**src/rtl/regcr_ctx_pkg.sv**
```systemverilog
// Shared definitions for the capability register file.
//  - record layout helpers: {tag, attr, perms, cur, len, base}, base in the LSBs
//  - bit positions of the per-field write-enable vector
//  - save/restore engine state encodings
package regcr_ctx_pkg;

   // Bit positions inside the 6-bit field-enable vector.
   localparam int WE_BASE  = 0;
   localparam int WE_LEN   = 1;
   localparam int WE_CUR   = 2;
   localparam int WE_PERMS = 3;
   localparam int WE_ATTR  = 4;
   localparam int WE_TAG   = 5;

   // Save/restore engine states.
   localparam logic [1:0] ST_IDLE    = 2'd0;
   localparam logic [1:0] ST_SAVE    = 2'd1;
   localparam logic [1:0] ST_RESTORE = 2'd2;
   localparam logic [1:0] ST_DONE    = 2'd3;

   function automatic int rec_w(input int aw, input int dw);
      return 3*aw + 2*dw + 1;
   endfunction

   function automatic int off_len(input int aw);
      return aw;
   endfunction

   function automatic int off_cur(input int aw);
      return 2*aw;
   endfunction

   function automatic int off_perms(input int aw);
      return 3*aw;
   endfunction

   function automatic int off_attr(input int aw, input int dw);
      return 3*aw + dw;
   endfunction

   function automatic int off_tag(input int aw, input int dw);
      return 3*aw + 2*dw;
   endfunction

endpackage

```
**src/rtl/regcr_ctx_bounds.sv**
```systemverilog
// regcr_bounds: combinational capability bounds check.
//  cur, base, len : ADDR_W-bit unsigned addresses/length
//  oob            : 1 when cur lies outside [base, base+len)
// The subtraction is done one bit wider so a borrow (cur < base) is seen
// directly; len == 0 always reports out of bounds since diff >= 0.
module regcr_bounds
   import regcr_ctx_pkg::*;
#(
   parameter int ADDR_W = 48
)(
   input  logic [ADDR_W-1:0] cur,
   input  logic [ADDR_W-1:0] base,
   input  logic [ADDR_W-1:0] len,
   output logic              oob
);

   logic [ADDR_W:0] diff;

   assign diff = {1'b0, cur} - {1'b0, base};
   assign oob  = diff[ADDR_W] || (diff[ADDR_W-1:0] >= len);

endmodule

```
**src/rtl/regcr_ctx.sv**
```systemverilog
// regcr_ctx: parametrised capability register file with save/restore engine.
//  iw_clk / iw_rst         clock, asynchronous active-high reset
//  iw_rd_addr / ow_rd_rec  NUM_RD combinational read ports (optional write bypass)
//  iw_wr_*                 per-field write; tag is cleared when base/len/perms/attr
//                          are written without the tag
//  iw_inc_* / ow_inc_*     cursor increment, registered out-of-bounds and drop flags
//  ow_wr_reject            registered: write/increment arrived while the engine was busy
//  iw_sv_* / ow_sv_*       engine start/direction and save stream (valid/ready)
//  iw_rs_* / ow_rs_ready   restore stream (valid/ready)
//  ow_busy / ow_done       engine not idle / one-cycle completion pulse
module regcr_ctx
   import regcr_ctx_pkg::*;
#(
   parameter int NUM_CR = 4,
   parameter int NUM_RD = 2,
   parameter int ADDR_W = 48,
   parameter int DATA_W = 24,
   parameter int BYPASS = 1
)(
   input  logic                                            iw_clk,
   input  logic                                            iw_rst,
   input  logic [NUM_RD*$clog2(NUM_CR)-1:0]                iw_rd_addr,
   output logic [NUM_RD*(3*ADDR_W+2*DATA_W+1)-1:0]         ow_rd_rec,
   input  logic [$clog2(NUM_CR)-1:0]                       iw_wr_addr,
   input  logic [5:0]                                      iw_wr_en,
   input  logic [3*ADDR_W+2*DATA_W:0]                      iw_wr_rec,
   input  logic                                            iw_inc_en,
   input  logic [$clog2(NUM_CR)-1:0]                       iw_inc_addr,
   input  logic [ADDR_W-1:0]                               iw_inc_delta,
   output logic                                            ow_inc_oob,
   output logic                                            ow_inc_drop,
   output logic                                            ow_wr_reject,
   input  logic                                            iw_sv_start,
   input  logic                                            iw_sv_dir,
   output logic                                            ow_sv_valid,
   output logic [3*ADDR_W+2*DATA_W:0]                      ow_sv_rec,
   input  logic                                            iw_sv_ready,
   input  logic                                            iw_rs_valid,
   input  logic [3*ADDR_W+2*DATA_W:0]                      iw_rs_rec,
   output logic                                            ow_rs_ready,
   output logic                                            ow_busy,
   output logic                                            ow_done
);

   localparam int CRW     = $clog2(NUM_CR);
   localparam int RECW    = rec_w(ADDR_W, DATA_W);
   localparam int O_LEN   = off_len(ADDR_W);
   localparam int O_CUR   = off_cur(ADDR_W);
   localparam int O_PERMS = off_perms(ADDR_W);
   localparam int O_ATTR  = off_attr(ADDR_W, DATA_W);
   localparam int O_TAG   = off_tag(ADDR_W, DATA_W);
   localparam logic [CRW-1:0] LAST_IDX = CRW'(NUM_CR - 1);

   logic [ADDR_W-1:0] base_q  [NUM_CR];
   logic [ADDR_W-1:0] len_q   [NUM_CR];
   logic [ADDR_W-1:0] cur_q   [NUM_CR];
   logic [DATA_W-1:0] perms_q [NUM_CR];
   logic [DATA_W-1:0] attr_q  [NUM_CR];
   logic              tag_q   [NUM_CR];

   logic [1:0]     state_q;
   logic [CRW-1:0] idx_q;

   logic idle, wr_req, wr_act, inc_act, inc_drop, inc_do, tag_clr;
   logic sv_acc, rs_acc, inc_oob;
   logic [ADDR_W-1:0] inc_cur;

   logic [ADDR_W-1:0] wr_base, wr_len, wr_cur;
   logic [DATA_W-1:0] wr_perms, wr_attr;
   logic              wr_tag;

   assign wr_base  = iw_wr_rec[0 +: ADDR_W];
   assign wr_len   = iw_wr_rec[O_LEN +: ADDR_W];
   assign wr_cur   = iw_wr_rec[O_CUR +: ADDR_W];
   assign wr_perms = iw_wr_rec[O_PERMS +: DATA_W];
   assign wr_attr  = iw_wr_rec[O_ATTR +: DATA_W];
   assign wr_tag   = iw_wr_rec[O_TAG];

   assign idle    = (state_q == ST_IDLE);
   assign wr_req  = |iw_wr_en;
   assign wr_act  = wr_req && idle;
   assign inc_act = iw_inc_en && idle;
   assign tag_clr = iw_wr_en[WE_BASE] | iw_wr_en[WE_LEN] | iw_wr_en[WE_PERMS] | iw_wr_en[WE_ATTR];

   // A cur write to the same register overrides the increment entirely.
   assign inc_drop = inc_act && wr_act && iw_wr_en[WE_CUR] && (iw_wr_addr == iw_inc_addr);
   assign inc_do   = inc_act && !inc_drop;

   // Two's-complement add is identical for signed and unsigned deltas; wraps mod 2^ADDR_W.
   assign inc_cur = cur_q[iw_inc_addr] + iw_inc_delta;

   // Bounds use the register's pre-edge base/len, even if a same-cycle
   // write to another field of that register is committing alongside.
   regcr_bounds #(.ADDR_W(ADDR_W)) u_bounds (
      .cur  (inc_cur),
      .base (base_q[iw_inc_addr]),
      .len  (len_q[iw_inc_addr]),
      .oob  (inc_oob)
   );

   assign sv_acc = (state_q == ST_SAVE) && iw_sv_ready;
   assign rs_acc = (state_q == ST_RESTORE) && iw_rs_valid;

   // Register file: restore, increment and architectural write commit here.
   // Restore only happens when not idle, so it never overlaps the other two.
   always_ff @(posedge iw_clk or posedge iw_rst) begin
      if (iw_rst) begin
         for (int i = 0; i < NUM_CR; i++) begin
            base_q[i]  <= '0;
            len_q[i]   <= '0;
            cur_q[i]   <= '0;
            perms_q[i] <= '0;
            attr_q[i]  <= '0;
            tag_q[i]   <= 1'b0;
         end
      end else begin
         if (rs_acc) begin
            base_q[idx_q]  <= iw_rs_rec[0 +: ADDR_W];
            len_q[idx_q]   <= iw_rs_rec[O_LEN +: ADDR_W];
            cur_q[idx_q]   <= iw_rs_rec[O_CUR +: ADDR_W];
            perms_q[idx_q] <= iw_rs_rec[O_PERMS +: DATA_W];
            attr_q[idx_q]  <= iw_rs_rec[O_ATTR +: DATA_W];
            tag_q[idx_q]   <= iw_rs_rec[O_TAG];
         end
         if (inc_do)
            cur_q[iw_inc_addr] <= inc_cur;
         if (wr_act) begin
            if (iw_wr_en[WE_BASE])  base_q[iw_wr_addr]  <= wr_base;
            if (iw_wr_en[WE_LEN])   len_q[iw_wr_addr]   <= wr_len;
            if (iw_wr_en[WE_CUR])   cur_q[iw_wr_addr]   <= wr_cur;
            if (iw_wr_en[WE_PERMS]) perms_q[iw_wr_addr] <= wr_perms;
            if (iw_wr_en[WE_ATTR])  attr_q[iw_wr_addr]  <= wr_attr;
            if (iw_wr_en[WE_TAG])
               tag_q[iw_wr_addr] <= wr_tag;
            else if (tag_clr)
               tag_q[iw_wr_addr] <= 1'b0;
         end
      end
   end

   // Save/restore engine.
   always_ff @(posedge iw_clk or posedge iw_rst) begin
      if (iw_rst) begin
         state_q <= ST_IDLE;
         idx_q   <= '0;
      end else begin
         case (state_q)
            ST_IDLE: begin
               if (iw_sv_start) begin
                  state_q <= iw_sv_dir ? ST_RESTORE : ST_SAVE;
                  idx_q   <= '0;
               end
            end
            ST_SAVE, ST_RESTORE: begin
               if (sv_acc || rs_acc) begin
                  if (idx_q == LAST_IDX)
                     state_q <= ST_DONE;
                  else
                     idx_q <= idx_q + CRW'(1);
               end
            end
            default: state_q <= ST_IDLE;
         endcase
      end
   end

   // Registered status flags, each a single-cycle pulse.
   always_ff @(posedge iw_clk or posedge iw_rst) begin
      if (iw_rst) begin
         ow_inc_oob   <= 1'b0;
         ow_inc_drop  <= 1'b0;
         ow_wr_reject <= 1'b0;
      end else begin
         ow_inc_oob   <= inc_do && inc_oob;
         ow_inc_drop  <= inc_drop;
         ow_wr_reject <= !idle && (wr_req || iw_inc_en);
      end
   end

   assign ow_busy     = !idle;
   assign ow_done     = (state_q == ST_DONE);
   assign ow_sv_valid = (state_q == ST_SAVE);
   assign ow_rs_ready = (state_q == ST_RESTORE);
   assign ow_sv_rec   = ow_sv_valid ?
      {tag_q[idx_q], attr_q[idx_q], perms_q[idx_q], cur_q[idx_q], len_q[idx_q], base_q[idx_q]} :
      '0;

   // Read ports; with bypass, only the fields enabled by a committing write are forwarded.
   for (genvar k = 0; k < NUM_RD; k++) begin : g_rd
      logic [CRW-1:0] a;
      logic           hit;
      logic [ADDR_W-1:0] b, l, c;
      logic [DATA_W-1:0] p, at;
      logic              t;

      assign a   = iw_rd_addr[k*CRW +: CRW];
      assign hit = (BYPASS != 0) && wr_act && (iw_wr_addr == a);
      assign b   = (hit && iw_wr_en[WE_BASE])  ? wr_base  : base_q[a];
      assign l   = (hit && iw_wr_en[WE_LEN])   ? wr_len   : len_q[a];
      assign c   = (hit && iw_wr_en[WE_CUR])   ? wr_cur   : cur_q[a];
      assign p   = (hit && iw_wr_en[WE_PERMS]) ? wr_perms : perms_q[a];
      assign at  = (hit && iw_wr_en[WE_ATTR])  ? wr_attr  : attr_q[a];
      assign t   = (hit && iw_wr_en[WE_TAG])   ? wr_tag   : tag_q[a];
      assign ow_rd_rec[k*RECW +: RECW] = {t, at, p, c, l, b};
   end

endmodule
```
**config.mk**
```make
export PLATFORM = sky130hd
export DESIGN_NAME = regcr_ctx
export DESIGN_NICKNAME = d
export VERILOG_FILES = /design/src/rtl/regcr_ctx_pkg.sv /design/src/rtl/regcr_ctx_bounds.sv /design/src/rtl/regcr_ctx.sv
export SDC_FILE = /design/constraint.sdc
export NUM_CORES = 2
export LEC_CHECK = 0
export BUFFER_PORTS_ARGS = -buffer_cell sky130_fd_sc_hd__buf_2
export CAP_MARGIN = 40
export CORE_AREA = 2 2 403 405
export DETAILED_ROUTE_END_ITERATION = 6
export DIE_AREA = 0 0 405 407
export PLACE_DENSITY = 0.73
export SLEW_MARGIN = 20
export SYNTH_ARGS = -nofsm -noshare
export SYNTH_HDL_FRONTEND = slang
export SYNTH_SLANG_ARGS = --single-unit
```
**constraint.sdc**
```tcl
create_clock -name iw_clk -period 69.6 [get_ports iw_clk]
set_input_delay 0 -clock iw_clk [delete_from_list [all_inputs] [get_ports iw_clk]]
set_output_delay 0 -clock iw_clk [all_outputs]
set_load 0.02 [all_outputs]
```
# After elaboration in Yosys (flattened, before gate mapping)
# Index checks and enable logic that the tools add are counted.
dict set report totals {
  romBits 0
  latchBits 0
  memories 0
  out_inout_bits 586
  mem_bits_rw 0
  ff_bits 779
}
dict set report classes {
  bitwise_logic 10
  mux 132
  addsub 3
  n_mul 0
  magnitude_cmp 9
  n_shift 0
  n_reduce_logical 38
  n_div 0
  eq_ne 11
}
# operator count
set op_table {}
lappend op_table {{$mux 192} 10}
lappend op_table {{$mux 48} 33}
lappend op_table {{$bwmux 192} 7}
lappend op_table {{$bmux 48 s2} 12}
lappend op_table {{$mux 96} 6}
lappend op_table {{$mux 24} 18}
lappend op_table {{$bwmux 96} 4}
lappend op_table {{$bmux 24 s2} 6}
lappend op_table {{$demux 48 s2} 3}
lappend op_table {{$mux 193} 1}
lappend op_table {{$demux 24 s2} 2}
lappend op_table {{$sub 48x48->49} 1}
lappend op_table {{$add 48x48->48} 1}
lappend op_table {{$ge 48x48->1} 1}
lappend op_table {{$logic_and 1x1->1} 27}
lappend op_table {{$mux 4} 4}
lappend op_table {{$ge 3x3->1 const B} 5}
lappend op_table {{$not 2->3} 5}
lappend op_table {{$mux 2} 7}
lappend op_table {{$mux 1} 10}
lappend op_table {{$lt 3x1->1 const B} 3}
lappend op_table {{$bwmux 4} 2}
lappend op_table {{$ne 2x2->1 const B} 4}
lappend op_table {{$pmux 2 s2} 2}
lappend op_table {{17 further kinds} 29}

# Longest topological paths before layout
dict set report depth {
  word_depth 12
  depth_mapped 43
  mapped_depth_nobuf 38
}

# Hierarchy
# From an unflattened synthesis, not the netlist that was laid out.
dict set report unflattened {
  hier_cells 7040
  hier_area_um2 66427.5
}
# module cells_each area_each_um2 n_inst seq_area_each_um2
set modules_own_cells {}
lappend modules_own_cells {regcr_ctx 6452 62411.1 1 19493.7}
lappend modules_own_cells {regcr_bounds 588 4016.4 1 0.0}

# Worst setup path after synthesis
# No wires, ideal clock.
dict set report synth_timing {
  path_type {input to register}
  start {input port iw_inc_addr[0]}
  end {register ow_inc_oob}
  cell_stages 43
  required_ns 69.476
  arrival_time_ns 8.450
  path_buffers 5
  setup_ns 0.124
  setup_slack_ns 61.026
  path_cell_list {buf_2 -> buf_1 -> clkbuf_1 -> clkbuf_1 -> buf_1 -> mux4_2 -> ha_1 -> inv_1 -> fa_1 -> nand2b_1 -> a21oi_1 -> o31ai_2 -> nand2_1 -> o21a_1 -> nor2_1 -> o21bai_1 -> a21oi_1 -> xnor2_1 -> [7 not listed] -> a21oi_1 -> or2_2 -> o211ai_1 -> o21bai_2 -> a21o_1 -> xor2_1 -> ha_1 -> a21o_1 -> a21o_1 -> a21oi_1 -> nor2b_1 -> o21ai_0 -> nand2b_1 -> a21oi_1 -> nor2b_1 -> a211o_1 -> nor3_1 -> a21oi_1}
}
dict set report synth_via {
  elab_chain_len 9
  word_cells_on_any_way 19
  classes_between {add/sub (2); order compare (1); eq/ne (1); mux (9); bitwise (1); reduce/logical (5)}
}
# element line_no
set synth_rtl {}
lappend synth_rtl {{start: declaration} regcr_ctx.sv:28} ;# input logic [$clog2(NUM_CR)-1:0] iw_inc_addr,
lappend synth_rtl {{$not 2->3 (implied by the code)} {regcr_ctx.sv:90, regcr_ctx.sv:96, regcr_ctx.sv:97}}
lappend synth_rtl {{$bmux 48 s2} regcr_ctx.sv:90} ;# assign inc_cur = cur_q[iw_inc_addr] + iw_inc_delta;
lappend synth_rtl {{$mux 48 (implied by the code) (2 in a row)} regcr_ctx.sv:90}
lappend synth_rtl {{$add 48x48->48} regcr_ctx.sv:90}
lappend synth_rtl {{$sub 48x48->49} regcr_ctx_bounds.sv:19} ;# assign diff = {1'b0, cur} - {1'b0, base};
lappend synth_rtl {{$ge 48x48->1} regcr_ctx_bounds.sv:20} ;# assign oob = diff[ADDR_W] || (diff[ADDR_W-1:0] >= len);
lappend synth_rtl {{$logic_or 1x1->1} regcr_ctx_bounds.sv:20}
lappend synth_rtl {{$logic_and 1x1->1 *} regcr_ctx.sv:174} ;# ow_inc_oob <= inc_do && inc_oob;
lappend synth_rtl {{end signal: assignment} regcr_ctx.sv:174}
lappend synth_rtl {{end: declaration} regcr_ctx.sv:30} ;# output logic ow_inc_oob,
# Mark *: on every way between the ends. The rest lies on a longest branch, timed or not. The select of a mux whose other input is x is not followed.
# A chain may end at the register's enable or synchronous reset.

# Final worst setup path
dict set report layout_timing {
  start {register cur_q[0] in the netlist's numbering}
  end {register ow_inc_oob}
}
dict set report layout_via {
  elab_chain_len 8
}
# element line_no
set layout_rtl {}
lappend layout_rtl {{start: declaration} regcr_ctx.sv:56} ;# logic [ADDR_W-1:0] cur_q [NUM_CR];
lappend layout_rtl {{start signal: indexed assignment} regcr_ctx.sv:120} ;# cur_q[idx_q] <= iw_rs_rec[O_CUR +: ADDR_W];
lappend layout_rtl {{start signal: indexed assignment} regcr_ctx.sv:126} ;# cur_q[iw_inc_addr] <= inc_cur;
lappend layout_rtl {{start signal: indexed assignment} regcr_ctx.sv:130} ;# if (iw_wr_en[WE_CUR]) cur_q[iw_wr_addr] <= wr_cur;
lappend layout_rtl {{$bmux 48 s2 *} regcr_ctx.sv:90}
lappend layout_rtl {{$mux 48 (implied by the code) * (2 in a row)} regcr_ctx.sv:90}
lappend layout_rtl {{$add 48x48->48 *} regcr_ctx.sv:90}
lappend layout_rtl {{$sub 48x48->49 *} regcr_ctx_bounds.sv:19}
lappend layout_rtl {{$ge 48x48->1} regcr_ctx_bounds.sv:20}
lappend layout_rtl {{$logic_or 1x1->1 *} regcr_ctx_bounds.sv:20}
lappend layout_rtl {{$logic_and 1x1->1 *} regcr_ctx.sv:174}
# Marks and branches as above.

==> qor.csv <==
stage,metric,value,unit
power,total power,4.33,mW
critical_path,critical path depth in cells,34,
route,Vias,70600,
route,vias per cell,6.65,
synth,register area share after synthesis,29.1,%
cells_and_area,"Design Area, Final",84400,um2
critical_path,CP Launch Point,cur_q[0]$_DFF_PP0_,
synth,Post-Synth Simple-Gate Area,15.3,%
synth,Mapped Nets,7621,
synth,Post-synth EDFFs,0,
placement,post-detailed-placement half-perimeter wirelength,210000,um
global_route,number of global-route vias before repair,68200,
timing,TNS Setup,0,ps
critical_path,RR Endpoint,ow_inc_oob$_DFF_PP0_,
timing,Setup-failing EPs final,0,
route,1st-pass router iterations,7,
synth,Synth Area in Adders,2.81,%
floorplan,Initial Utilization,41.8,%
critical_path,FF-to-FF setup slack,61190,ps
min_path,Worst Hold Class,in -> reg,
clock_network,Clock Latency Late Sink,740,ps
timing,RSZ-0062 raised after global routing,false,
power,PwrDens,51.3,nW/um2
synth,post-synthesis compound-gate area fraction,12.2,%
synth,ys flop type,dfrtp_1,
status,failing checks,design-rule violations,
floorplan,Die Span X,405,um
clock_network,Post-CTS Resized,0,
status,status,finished with violations,
critical_path,startpoint of the worst register-to-register path,cur_q[0]$_DFF_PP0_,
critical_path,cell family with most CP delay,compound AO/OA/AOI/OAI gates,
floorplan,die height,407,um
timing,fin. max-slew vios,0,
synth,Async SR Flop Fraction,100,%
placement,IO buf count,1040,
critical_path,Worst Setup EP,ow_inc_oob$_DFF_PP0_,
synth,synth warn,0,
cells_and_area,Reg area,19500,um2
timing,Slew HR,28.2,%
timing,"Min Clock Period, post-route",8410,ps
route,Final ANT Viol Nets,0,
synth,synthesized netlist cell count,7022,
cells_and_area,fill count,13600,
floorplan,# IOs,1041,
synth,mean cell area of the mapped netlist,9.53,um2
global_route,Tot GR Track Use,37.2,%
global_route,first-pass GRT wire length,455000,um
timing,min setup slack post-route,61190,ps
clock_network,# hold bufs at CTS,630,
cells_and_area,final net count,8921,
synth,post-synthesis mux area share,34.9,%
clock_network,clk buf depth,3,
critical_path,Setup crit start kind,flip-flop,
clock_network,clock slew at reported path FFs,60,ps
critical_path,slowest CP cell,or4b_2,
placement,pre-CTS setup slack,61070,ps
cells_and_area,ratio of cells with drive above 1 in the final layout,30.1,%
route,WL/cell,29.8,um
clock_network,CTS root buf,clkbuf_16,
global_route,initial antenna violation count,75,
timing,Worst Tran Pin Value,1080,ps
timing,Worst Skew,37.1,ps
run,max-capacitance violation count,0,
cells_and_area,synthesis-to-layout area growth,26.2,%
route,Remaining DRCs,20,
power,Peak VDD IR,0.0302,mV
clock_network,Clock Sinks,779,
synth,Post-Syn Area,66900,um2
floorplan,Site Rows,147,
timing,final hold vios,0,
route,initial DRC count,10600,
route,WL final,317000,um
critical_path,"critical path fanouts, max",5,
critical_path,WP buf/inv,1,
synth,main combinational cell family by area after synthesis,multiplexers,
critical_path,Worst Setup End Kind,flip-flop,
cells_and_area,final core occ,52.7,%
critical_path,Max stage delay on crit path,680,ps
clock_network,Post-CTS Setup Inserts,0,
synth,Seq cells post-synth,779,
synth,number of distinct library cells after synthesis,96,
clock_network,H-tree levels,3,
critical_path,crit-path most repeated cell,a21oi_1,
placement,Final GP Congestion,0.961,
global_route,largest net degree at the start of global routing,167,
critical_path,CP arrival,9000,ps
floorplan,Core Area,160000,um2
clock_network,CTS tree,done,
critical_path,cells on worst reg2reg path,34,
timing,Max Clock Freq,119,MHz
placement,Area after DPL,74200,um2
critical_path,critical path class,reg -> reg,
clock_network,CTS Buf Count,96,
timing,fin crit share,12.1,%
cells_and_area,multi-input logic area,44700,um2
global_route,grt total ovfl,0,
floorplan,full die area,165000,um2
power,LEAKAGE,36.2,nW
critical_path,"Req. time, crit path",70190,ps
synth,xor and xnor area share after synthesis,1.30,%
-- through the flow --
stage / instances / hold WS, ps
after floorplan: 7022 / 117
after global placement: 9705 / 229
after detailed placement: 9734 / 237
after CTS: 10500 / 2.59
after global routing: 10600 / 78.0
final: 10600 / 59.8
-- registers in the layout (all words and copies together) (netlist names) --
| name | flops |
|---|---|
| ow_wr_reject | 1 |
| ow_inc_oob | 1 |
| attr_q | 96 |
| idx_q | 2 |
| ow_inc_drop | 1 |
| cur_q | 192 |
| len_q | 192 |
| state_q | 2 |
| perms_q | 96 |
| base_q | 192 |
| tag_q | 4 |
-- cells in the mapped netlist (4+ instances only) --
library cell,number,share of area (%)
a211oi_1,11,0.12
a21boi_0,9,0.10
a21o_1,49,0.55
a21oi_1,283,2.1
a22o_1,6,0.079
a31o_2,4,0.052
a31oi_1,328,3.1
and2_1,207,1.9
and3_1,25,0.23
and4_1,6,0.079
buf_1,98,0.55
buf_2,9,0.067
buf_4,4,0.045
clkbuf_1,500,2.8
dfrtp_1,779,29
ha_1,142,2.7
inv_1,137,0.77
maj3_1,4,0.060
mux2_2,387,6.5
mux2i_1,272,4.1
mux4_2,723,24
nand2_1,1560,8.8
nand2b_1,20,0.19
nand3_1,130,0.97
nand4_1,19,0.18
nor2_1,397,2.2
nor2b_1,16,0.15
nor3_1,26,0.19
o2111ai_1,4,0.052
o211ai_1,14,0.16
o21a_1,26,0.29
o21ai_0,604,4.5
o21ai_1,8,0.060
o21bai_1,16,0.18
o31ai_1,8,0.090
or2_2,10,0.094
or3_1,9,0.084
xnor2_1,61,0.80
xor2_1,30,0.39
-- cell usage in the layout, fill, tap and decap left out, types with 18 or more instances in the layout --
master | synthesis | layout
clkbuf_8 | 0 | 25
mux4_2 | 723 | 723
xnor2_1 | 61 | 61
a31oi_1 | 328 | 328
a21oi_1 | 283 | 283
buf_4 | 4 | 93
and3_1 | 25 | 18
nand2_1 | 1560 | 1553
inv_1 | 137 | 136
o21a_1 | 26 | 26
a21o_1 | 49 | 49
mux2i_1 | 272 | 272
buf_16 | 0 | 32
ha_1 | 142 | 141
nor2_1 | 397 | 394
nor3_1 | 26 | 25
xor2_1 | 30 | 30
nand2b_1 | 20 | 20
mux2_2 | 387 | 387
nand3_1 | 130 | 125
buf_12 | 0 | 18
clkbuf_16 | 0 | 97
o21ai_0 | 604 | 604
and2_1 | 207 | 199
buf_2 | 9 | 1035
diode_2 | 0 | 60
nand4_1 | 19 | 19
dfrtp_1 | 779 | 777
clkbuf_1 | 500 | 20
dlygate4sd3_1 | 0 | 630
-- metal layers --
layer / vias to the layer above / wire length, um / GRT usage (%)
met5: - / 255 / 0.446
met4: 36 / 26600 / 26.4
met3: 1693 / 49700 / 14.9
met2: 6666 / 132000 / 52.7
met1: 33800 / 108000 / 45.9
li1: 28400 / - / -
-- worst min-delay path: cells and delay by family --
kind | cells | cell delay (ps)
fa+ha+maj | 1 | 190
xor+xnor | 1 | 200
buf+inv | 1 | 80
compound gates | 2 | 250
-- cell type report --
type	count	share of cell area (%)
antenna	60	0.178
clock buffer	141	3.36
clock inverter	35	0.542
inverter	137	0.618
multi-input combinational	5493	53.0
sequential	779	23.1
tap	2160	3.20
timing repair buffer	1815	16.0
-- cell families (layout without fill, tap and decap cells) --
family,after synthesis,count (layout)
multiplexers,1382,1382
AO/OA/AOI/OAI,1421,1421
XOR/XNOR,95,95
other,0,60
flip-flops,779,779
buffers and inverters,750,2128
adder cells (fa/ha/maj),150,150
AND/OR/NAND/NOR,2445,2445
-- how the worst min path moves through the flow --
stage | endpoint | start | depth (start not counted)
global placement | cur_q[25]$_DFF_PP0_ | iw_rst | 2
floorplan | attr_q[72]$_DFF_PP0_ | iw_wr_rec[168] | 2
CTS | cur_q[41]$_DFF_PP0_ | iw_inc_delta[41] | 5
detailed placement | cur_q[25]$_DFF_PP0_ | iw_rst | 2
global route | cur_q[89]$_DFF_PP0_ | iw_inc_delta[41] | 5
finish | cur_q[41]$_DFF_PP0_ | iw_inc_delta[41] | 5
-- where the power goes --
| group | leakage, nW | internal, mW | switching [mW] |
|---|---|---|---|
| clock | 1.62 | 0.307 | 0.230 |
| combinational | 25.3 | 1.28 | 1.57 |
| sequential | 9.24 | 0.675 | 0.270 |
Note: power is estimated with default switching activity, not from simulation.
